$ cat config.mk
export PLATFORM = sky130hd
export DESIGN_NAME = bus_master_port
export DESIGN_NICKNAME = d
export VERILOG_FILES = /design/src/rtl/bus_master_port.sv
export SDC_FILE = /design/constraint.sdc
export NUM_CORES = 1
export LEC_CHECK = 0
export CORE_MARGIN = 2
export CORE_UTILIZATION = 45
export CTS_BUF_LIST = sky130_fd_sc_hd__clkbuf_16
export CTS_CLUSTER_SIZE = 8
export DETAILED_ROUTE_END_ITERATION = 8
export MAX_ROUTING_LAYER = met4
export PLACE_DENSITY = 0.7
export SKIP_CTS_REPAIR_TIMING = 1
export SKIP_LAST_GASP = 1
export SLEW_MARGIN = 10
export SYNTH_ARGS = -nofsm -noshare
export SYNTH_HDL_FRONTEND = slang
export SYNTH_SLANG_ARGS = --single-unit
$ cat constraint.sdc
create_clock -name sys_clk -period 2 [get_ports sys_clk]
set_input_delay 0.4 -clock sys_clk [delete_from_list [all_inputs] [get_ports sys_clk]]
set_output_delay 0.4 -clock sys_clk [all_outputs]
set_load 0.01 [all_outputs]
$ cat src/rtl/bus_master_port.sv
// Master-side bus port: takes a parallel command from the core, requests the
// arbiter, presents the slave id serially, then runs a bit-serial address /
// data transfer and reports completion to both the core and the arbiter.
module bus_master_port #(
    parameter int ADDR_WIDTH = 12,
    parameter int DATA_WIDTH = 8,
    parameter int TIMEOUT    = 255
) (
    input  logic                  sys_clk,
    input  logic                  sys_rst_n,
    input  logic                  cmd_valid,
    output logic                  cmd_ready,
    input  logic                  cmd_write,
    input  logic [1:0]            cmd_slave,
    input  logic [ADDR_WIDTH-1:0] cmd_addr,
    input  logic [DATA_WIDTH-1:0] cmd_wdata,
    output logic                  done,
    output logic                  err,
    output logic [DATA_WIDTH-1:0] rd_data,
    output logic                  m_request,
    output logic                  m_slave_sel,
    input  logic                  m_grant,
    input  logic                  arbiter_busy,
    input  logic                  bus_busy,
    output logic                  trans_done,
    output logic                  bus_valid,
    output logic                  bus_data,
    output logic                  bus_mode,
    input  logic                  s_ack,
    input  logic                  s_rvalid,
    input  logic                  s_rdata
);
    localparam int MAX_W = (ADDR_WIDTH > DATA_WIDTH) ? ADDR_WIDTH : DATA_WIDTH;
    localparam int CNT_W = $clog2(MAX_W + 1);
    localparam logic [CNT_W-1:0] ADDR_LAST = CNT_W'(ADDR_WIDTH - 1);
    localparam logic [CNT_W-1:0] DATA_LAST = CNT_W'(DATA_WIDTH - 1);
    // Last count value before the wait state gives up: TIMEOUT cycles in state.
    localparam logic [7:0] TMO_LAST = 8'(TIMEOUT - 1);

    typedef enum logic [3:0] {
        IDLE,
        REQ,
        SSEL1,
        WAIT_GRANT,
        ADDR,
        WDATA,
        ACK_WAIT,
        RWAIT,
        RDATA,
        DONE
    } state_t;

    state_t                  state;
    logic                    mode_q;
    logic [1:0]              slave_q;
    logic [ADDR_WIDTH-1:0]   addr_sh;
    logic [DATA_WIDTH-1:0]   wdata_sh;
    logic [DATA_WIDTH-1:0]   rdata_sh;
    logic [DATA_WIDTH-1:0]   rdata_next;
    logic [CNT_W-1:0]        bit_cnt;
    logic [7:0]              tmo_cnt;
    logic                    err_q;

    // Read bits arrive LSB first, so each new bit enters at the top and slides down.
    assign rdata_next = {s_rdata, rdata_sh[DATA_WIDTH-1:1]};

    // Transfer sequencer: command capture, arbitration handshake, serial shifting.
    always_ff @(posedge sys_clk or negedge sys_rst_n) begin
        if (!sys_rst_n) begin
            state    <= IDLE;
            mode_q   <= 1'b0;
            slave_q  <= 2'b00;
            addr_sh  <= '0;
            wdata_sh <= '0;
            rdata_sh <= '0;
            rd_data  <= '0;
            bit_cnt  <= '0;
            tmo_cnt  <= '0;
            err_q    <= 1'b0;
        end else begin
            case (state)
                IDLE: begin
                    if (cmd_valid) begin
                        mode_q   <= cmd_write;
                        slave_q  <= cmd_slave;
                        addr_sh  <= cmd_addr;
                        wdata_sh <= cmd_wdata;
                        err_q    <= 1'b0;
                        state    <= REQ;
                    end
                end
                REQ: begin
                    if (!arbiter_busy && !bus_busy) state <= SSEL1;
                end
                SSEL1: begin
                    state <= WAIT_GRANT;
                end
                WAIT_GRANT: begin
                    if (m_grant) begin
                        bit_cnt <= '0;
                        state   <= ADDR;
                    end else if (!arbiter_busy && !bus_busy) begin
                        // Lost this round; arbiter is sampling again, so re-present the id.
                        state <= SSEL1;
                    end
                end
                ADDR: begin
                    if (!m_grant) begin
                        err_q <= 1'b1;
                        state <= DONE;
                    end else begin
                        addr_sh <= addr_sh >> 1;
                        if (bit_cnt == ADDR_LAST) begin
                            bit_cnt <= '0;
                            tmo_cnt <= '0;
                            state   <= mode_q ? WDATA : RWAIT;
                        end else begin
                            bit_cnt <= bit_cnt + 1'b1;
                        end
                    end
                end
                WDATA: begin
                    if (!m_grant) begin
                        err_q <= 1'b1;
                        state <= DONE;
                    end else begin
                        wdata_sh <= wdata_sh >> 1;
                        if (bit_cnt == DATA_LAST) begin
                            bit_cnt <= '0;
                            tmo_cnt <= '0;
                            state   <= ACK_WAIT;
                        end else begin
                            bit_cnt <= bit_cnt + 1'b1;
                        end
                    end
                end
                ACK_WAIT: begin
                    if (!m_grant) begin
                        err_q <= 1'b1;
                        state <= DONE;
                    end else if (s_ack) begin
                        err_q <= 1'b0;
                        state <= DONE;
                    end else if (tmo_cnt == TMO_LAST) begin
                        err_q <= 1'b1;
                        state <= DONE;
                    end else begin
                        tmo_cnt <= tmo_cnt + 1'b1;
                    end
                end
                RWAIT: begin
                    if (!m_grant) begin
                        err_q <= 1'b1;
                        state <= DONE;
                    end else if (s_rvalid) begin
                        rdata_sh <= rdata_next;
                        bit_cnt  <= CNT_W'(1);
                        state    <= RDATA;
                    end else if (tmo_cnt == TMO_LAST) begin
                        err_q <= 1'b1;
                        state <= DONE;
                    end else begin
                        tmo_cnt <= tmo_cnt + 1'b1;
                    end
                end
                RDATA: begin
                    if (!m_grant || !s_rvalid) begin
                        // A gap in the read stream leaves rd_data as it was.
                        err_q <= 1'b1;
                        state <= DONE;
                    end else begin
                        rdata_sh <= rdata_next;
                        if (bit_cnt == DATA_LAST) begin
                            rd_data <= rdata_next;
                            err_q   <= 1'b0;
                            state   <= DONE;
                        end else begin
                            bit_cnt <= bit_cnt + 1'b1;
                        end
                    end
                end
                DONE: begin
                    state <= IDLE;
                end
                default: begin
                    state <= IDLE;
                end
            endcase
        end
    end

    // Outputs are pure decodes of the registered state and latched command.
    always_comb begin
        cmd_ready   = 1'b0;
        m_request   = 1'b0;
        m_slave_sel = 1'b0;
        bus_valid   = 1'b0;
        bus_data    = 1'b0;
        bus_mode    = 1'b0;
        done        = 1'b0;
        trans_done  = 1'b0;
        err         = 1'b0;
        case (state)
            IDLE:       cmd_ready = 1'b1;
            REQ: begin
                m_request   = 1'b1;
                m_slave_sel = slave_q[0];
            end
            SSEL1: begin
                m_request   = 1'b1;
                m_slave_sel = slave_q[1];
            end
            WAIT_GRANT: begin
                m_request   = 1'b1;
                m_slave_sel = slave_q[0];
            end
            ADDR: begin
                bus_valid = 1'b1;
                bus_data  = addr_sh[0];
                bus_mode  = mode_q;
            end
            WDATA: begin
                bus_valid = 1'b1;
                bus_data  = wdata_sh[0];
                bus_mode  = mode_q;
            end
            ACK_WAIT, RWAIT, RDATA: bus_mode = mode_q;
            DONE: begin
                bus_mode   = mode_q;
                done       = 1'b1;
                trans_done = 1'b1;
                err        = err_q;
            end
            default: cmd_ready = 1'b0;
        endcase
    end
endmodule

==> impl_metrics.csv <==
group,metric,value,unit
power_and_ir_drop,finalPower,4.738,mW
synthesis,synth.area.top_cells,"dfrtp_1 45%, mux2i_1 6.3%, nand2_1 5.1%",
die,core,6422,sq um
route,drc,0,
outcome,status,"complete, but fails checks",
setup_path,critical_path_class,"reg2out",
power_and_ir_drop,max-vdd-ir-drop,0.6262,mV
setup_path,crit_fanout,5,
setup_path,critPathSlowestCell,"clkdlybuf4s50_1",
synthesis,syn_area,3032,sq um
timing,tns,-0.6723,ns
setup_path,crit_chain,"nand2b_1 -> nor2_2 -> buf_4 -> clkdlybuf4s50_1",
synthesis,syn_nets,344,
timing,drv_slew,0,
clocking,numCtsBuffers,5,
timing,layout_worst_path_cycle_share,108.8,%
synthesis,avgSynthCellArea,9.811,sq um
synthesis,synth_cells,309,
finish,n_fill_cell,503,
run,drv_cap,0,
place,dpl.hpwl,5.157,mm
route,post_drt_wl_per_cell,16.34,um
finish,final_common_cell,"dfrtp_1",
timing,max_slew.worst_pin.slew,0.5989,ns
timing,hold_slack,0.09294,ns
clocking,ctsHtreeMaxLevel,2,
route,postRouteAntennaNets,0,
clocking,cts_tree,"yes",
finish,drive_above_1_share,23.79,%
die,io_pins,49,
route,drt_iter0_markers,207,
grt,grt_overflow_total,0,
synthesis,async_reset_ff_share,100.0,%
synthesis,synth_edf_count,0,
die,dieArea,7410,sq um
grt,grt_max_degree,56,
finish,synthToLayoutAreaGrowth,38.63,%
clocking,clk_latency,0.29,ns
setup_path,worstPathArrival,1.78,ns
clocking,clkSinkCount,55,
grt,grt_pass1_vias,2645,
timing,fin_worst_skew,0.006856,ns
synthesis,yosys_warnings,0,
setup_path,critical-path-max-stage-delay,0.52,ns
timing,layout_setup_ws,-0.1754,ns
clocking,cts_root_buf,"clkbuf_16",
place,portBuffers,48,
route,drtPass1Iterations,4,
timing,fmax,459.7,MHz
die,die_h,86.08,um
setup_path,worstRegToRegCells,5,
clocking,path_clk_slew,0.07,ns
grt,grtUsageTotal,21.18,%
place,gp_congestion,0.9215,
grt,grt_pass1_wl,12.26,mm
finish,fin_area,4203,sq um
grt,antenna_found_initial,0,
power_and_ir_drop,power_density,1127,nW/um^2
die,fp.dieW,86.08,um
timing,grt_setup_unrepaired,"true",
power_and_ir_drop,leakagePower,1.833,nW
setup_path,start_kind,"register",
setup_path,endpoint_kind,"output port",
place,dp_cells,453,
synthesis,yosysSeqAreaShare,45.40,%
place,place_area,3817,sq um
finish,final_nets,426,
die,start_util,47.20,%
finish,final_cell_mix,"52 x dfrtp_1, 42 x clkdlybuf4s50_1, 40 x nand2_1",
timing,hold_viol,0,
route,wl,7.646,mm
synthesis,synth_flop_cell,"dfrtp_1",
worst_hold_path,hp-class,"in2async",
timing,slew_headroom,60.07,%
synthesis,synth_top_area_share,45.40,%
finish,num_antenna_cells,0,
synthesis,yosysUniqueCellTypes,55,
clocking,cts.path.max_buffers,2,
route,post_drt_via_cell_ratio,5.654,
timing,period_needed,2.175,ns
setup_path,worstPathRequired,1.60,ns
timing,setup_violations,4,
route,vias,2646,
finish,instances_no_fill,468,
outcome,violations,"negative setup slack",
synthesis,yosys_register_bits,55,
die,rows,29,
synthesis,synth_top_area_cell,"dfrtp_1",
[stage by stage]
stage / utilization, % / setup WS [ns]
floorplan: - / 0.1116
global placement: 59.44 / -0.03433
detailed placement: 59.44 / -0.07476
CTS: 61.97 / -0.3950
global route: 65.44 / -0.2684
finish: 65.44 / -0.1754
[routing by layer]
| metal | global-route usage [%] | share of wire, % | routed length, um | up-vias |
|---|---|---|---|---|
| met1 | 27.66 | 45 | 3434 | 1275 |
| met2 | 34.11 | 48 | 3696 | 80 |
| met4 | 5.339 | 1.8 | 134 | 0 |
| met3 | 3.946 | 5.0 | 381 | 14 |
| li1 | - | - | - | 1277 |
| met5 | - | 0 | 0 | - |
[critical path, delay by kind of cell, from the launching register on]
family,cells,cell delay (ns)
buffers and inverters,2,0.66
DFF,1,0.46
and+or+nand+nor,2,0.37
[registers in the layout, indices dropped and copies added, names as in the netlist]
signal    count
mode_q        1
wdata_sh      8
addr_sh      12
bit_cnt       4
state         4
slave_q       2
rdata_sh      7
err_q         1
rd_data       8
tmo_cnt       8
[kinds of logic (layout without fill, tap and decap cells)]
group	after synthesis	in the layout	share of synthesized area, %
and+or+nand+nor	111	111	19.89
AOI/OAI and AO/OA	76	76	15.97
DFF	55	55	45.40
muxes	39	39	13.70
buffers and inverters	25	107	3.797
adders and majority gates	3	3	1.238
[synthesized netlist by cell type (3+ instances only)]
cell	count
nor2b_1	5
and3b_1	3
ha_1	3
nand2b_1	7
o21ai_0	22
nand4_1	5
mux2_2	11
dfrtp_1	55
a21oi_1	9
nor3_1	3
o21ai_1	20
inv_1	7
mux2_1	9
nor2_1	12
mux2i_1	19
nor4_1	3
a211oi_1	3
nand3_1	6
nor3b_1	3
clkbuf_1	5
and3_1	5
nand2_1	41
or3_1	3
buf_2	11
[final timing paths]
| check | from | end | slack [ns] |
|---|---|---|---|
| max in group asynchronous | sys_rst_n | state[1] | 1.65 |
| min | sys_rst_n | addr_sh[7] | 0.09 |
| max reg2reg | state[1] | rdata_sh[1] | 0.02 |
| min in group sys_clk | wdata_sh[1] | wdata_sh[1] | 0.49 |
| max | state[1] | trans_done | -0.18 |
| min reg2reg | wdata_sh[1] | wdata_sh[1] | 0.49 |
[power breakdown]
group / total [mW] / switching (mW) / internal (mW) / leakage, nW
Combinational: 2.06 / 1.03 / 1.02 / 1.05
Clock: 0.972 / 0.388 / 0.584 / 0.0759
Sequential: 1.71 / 0.248 / 1.46 / 0.706
Total: 4.74 / 1.67 / 3.07 / 1.83
[layout make-up]
type	count	area (sq um)	area share [%]
Timing Repair Buffer	93	887.1	21.11
Sequential cell	55	1380	32.84
Clock buffer	5	125.1	2.977
Multi-Input combinational cell	229	1650	39.27
Clock inverter	2	37.54	0.8931
Tap cell	77	96.34	2.292
Inverter	7	26.28	0.6252
Note: power is estimated with default switching activity, not from simulation.
==> patch: new RTL, config.mk and constraints unchanged <==
Reset style: synchronous (`sys_rst_n`), changed in one clocked block.
--- a/src/rtl/bus_master_port.sv
+++ b/src/rtl/bus_master_port.sv
@@ -67,3 +67,3 @@
     // Transfer sequencer: command capture, arbitration handshake, serial shifting.
-    always_ff @(posedge sys_clk or negedge sys_rst_n) begin
+    always_ff @(posedge sys_clk) begin
         if (!sys_rst_n) begin
Behaviour: differs if sys_rst_n is asserted again (counterexample within 4 cycles, from zero or initial values and one cycle with sys_rst_n low); with sys_rst_n held inactive, the same outputs for 10 cycles.
==> patch against the unedited design <==
  * The flow still finishes with violations (setup timing)
  * Synthesized area fell by 3.2%
  * First-iteration DRC count fell by 28%
  * Setup slack improved by 0.027 ns
  * Wire length fell by 8.7%
  * Sequential cell count did not move
  * Register-to-register slack improved by 0.05 ns
  * Fmax rose by 1.3%
  * Cell area fell by 6.0%
  * Worst hold slack improved by 0.38 ns
  * Global-route usage fell by 0.74 points
  * Critical path type unchanged
Power is not compared: it rests on default switching activity, and its combinational part moved more than twofold at a synthesized area within 25%.
==> patch: results (changes against the unedited design) <==
dp_slack_ns: -0.0580  # +0.0168 ns
cp.arrival_ns: 1.75  # -0.03 ns
yosys-top-cells-count: "dfxtp_1, nor2_1, mux2i_1"
syn-num-nets: 358  # +4.1%
final_cells: 480  # +2.6%
area_delta_synth_final_pct: 34.7
slew_headroom_pct: 77.0  # +17 points
dp_hpwl_um: 5360  # +3.9%
fill_cells: 569  # +13%
grt_usage_pct: 20.4  # -0.74 points
skew_ns: 0.00576  # -0.00109 ns
gp_congestion: 0.928  # +0.69%
finalNetCount: 437  # +2.6%
violations: "setup timing"
synth_cell_types: 62  # +13%
placed_cells: 471  # +4.0%
grt_max_degree: 25  # -55%
status: "finished with violations"
synthArstFlopShare_pct: 0  # -100 points
fin_ws_ns: -0.148  # +0.0270 ns
hold_path_class: "reg -> reg"
finalSetupTns_ns: -0.505  # +0.167 ns
wl_per_cell_um: 14.6  # -11%
synth_area_per_cell_um2: 9.09  # -7.4%
setup_violations: 4  # unchanged
seq_area_frac_synth_pct: 37.5  # -7.9 points
synth_area_leaders: "dfxtp_1, mux2i_1, nor2_1"
==> patch: kinds of logic after synthesis <==
kind of cell / after synthesis / synth area share [%]
compound gates: 81 / 19.6
fa+ha+maj: 3 / 1.28
buf+inv: 27 / 4.73
flops: 55 / 37.5
mux: 38 / 13.0
simple gates: 119 / 23.9
==> patch: metal layers <==
metal	share of wire (%)	global-route usage [%]	wire (um)	vias up
met4	1.6	5.19	115	0
met2	48	32.0	3340	68
li1	-	-	-	1351
met3	5.0	3.15	349	10
met5	0	-	0	-
met1	46	27.7	3180	1238
==> patch: path summary, 6_finish.rpt <==
| kind | start | endpoint | slack (ns) | cells after the start |
|---|---|---|---|---|
| max | state[3] | err | -0.15 | 4 |
| max reg2reg | state[0] | tmo_cnt[5] | 0.07 | 6 |
| min | addr_sh[11] | addr_sh[11] | 0.48 | 2 |
| min reg2reg | addr_sh[11] | addr_sh[11] | 0.48 | 2 |
==> patch: cell type report <==
class,count,area share (%)
multi-input cells,241,43.2
flip-flops and latches,55,27.9
repair buffers,93,22.1
clock buffers,5,3.17
well taps,77,2.44
clock inverters,3,0.633
inverters,6,0.570
==> patch: worst reg2reg max path, cell delays in order (launching register included) <==
cell      delay (ns)
dfxtp_2         0.35
buf_6           0.15
or3b_4          0.40
a21boi_4        0.19
o21ai_2         0.12
or4_1           0.51
a21oi_2         0.15
==> patch: power by group through the flow <==
stage / logic (mW) / registers [mW] / clock network, mW
after floorplan: 0.166 / 1.19 / 0
after global placement: 0.309 / 1.19 / 0
after detailed placement: 0.314 / 1.19 / 0
after CTS: 0.314 / 1.16 / 0.902
after global routing: 0.343 / 1.17 / 0.943
final: 0.314 / 1.16 / 0.885
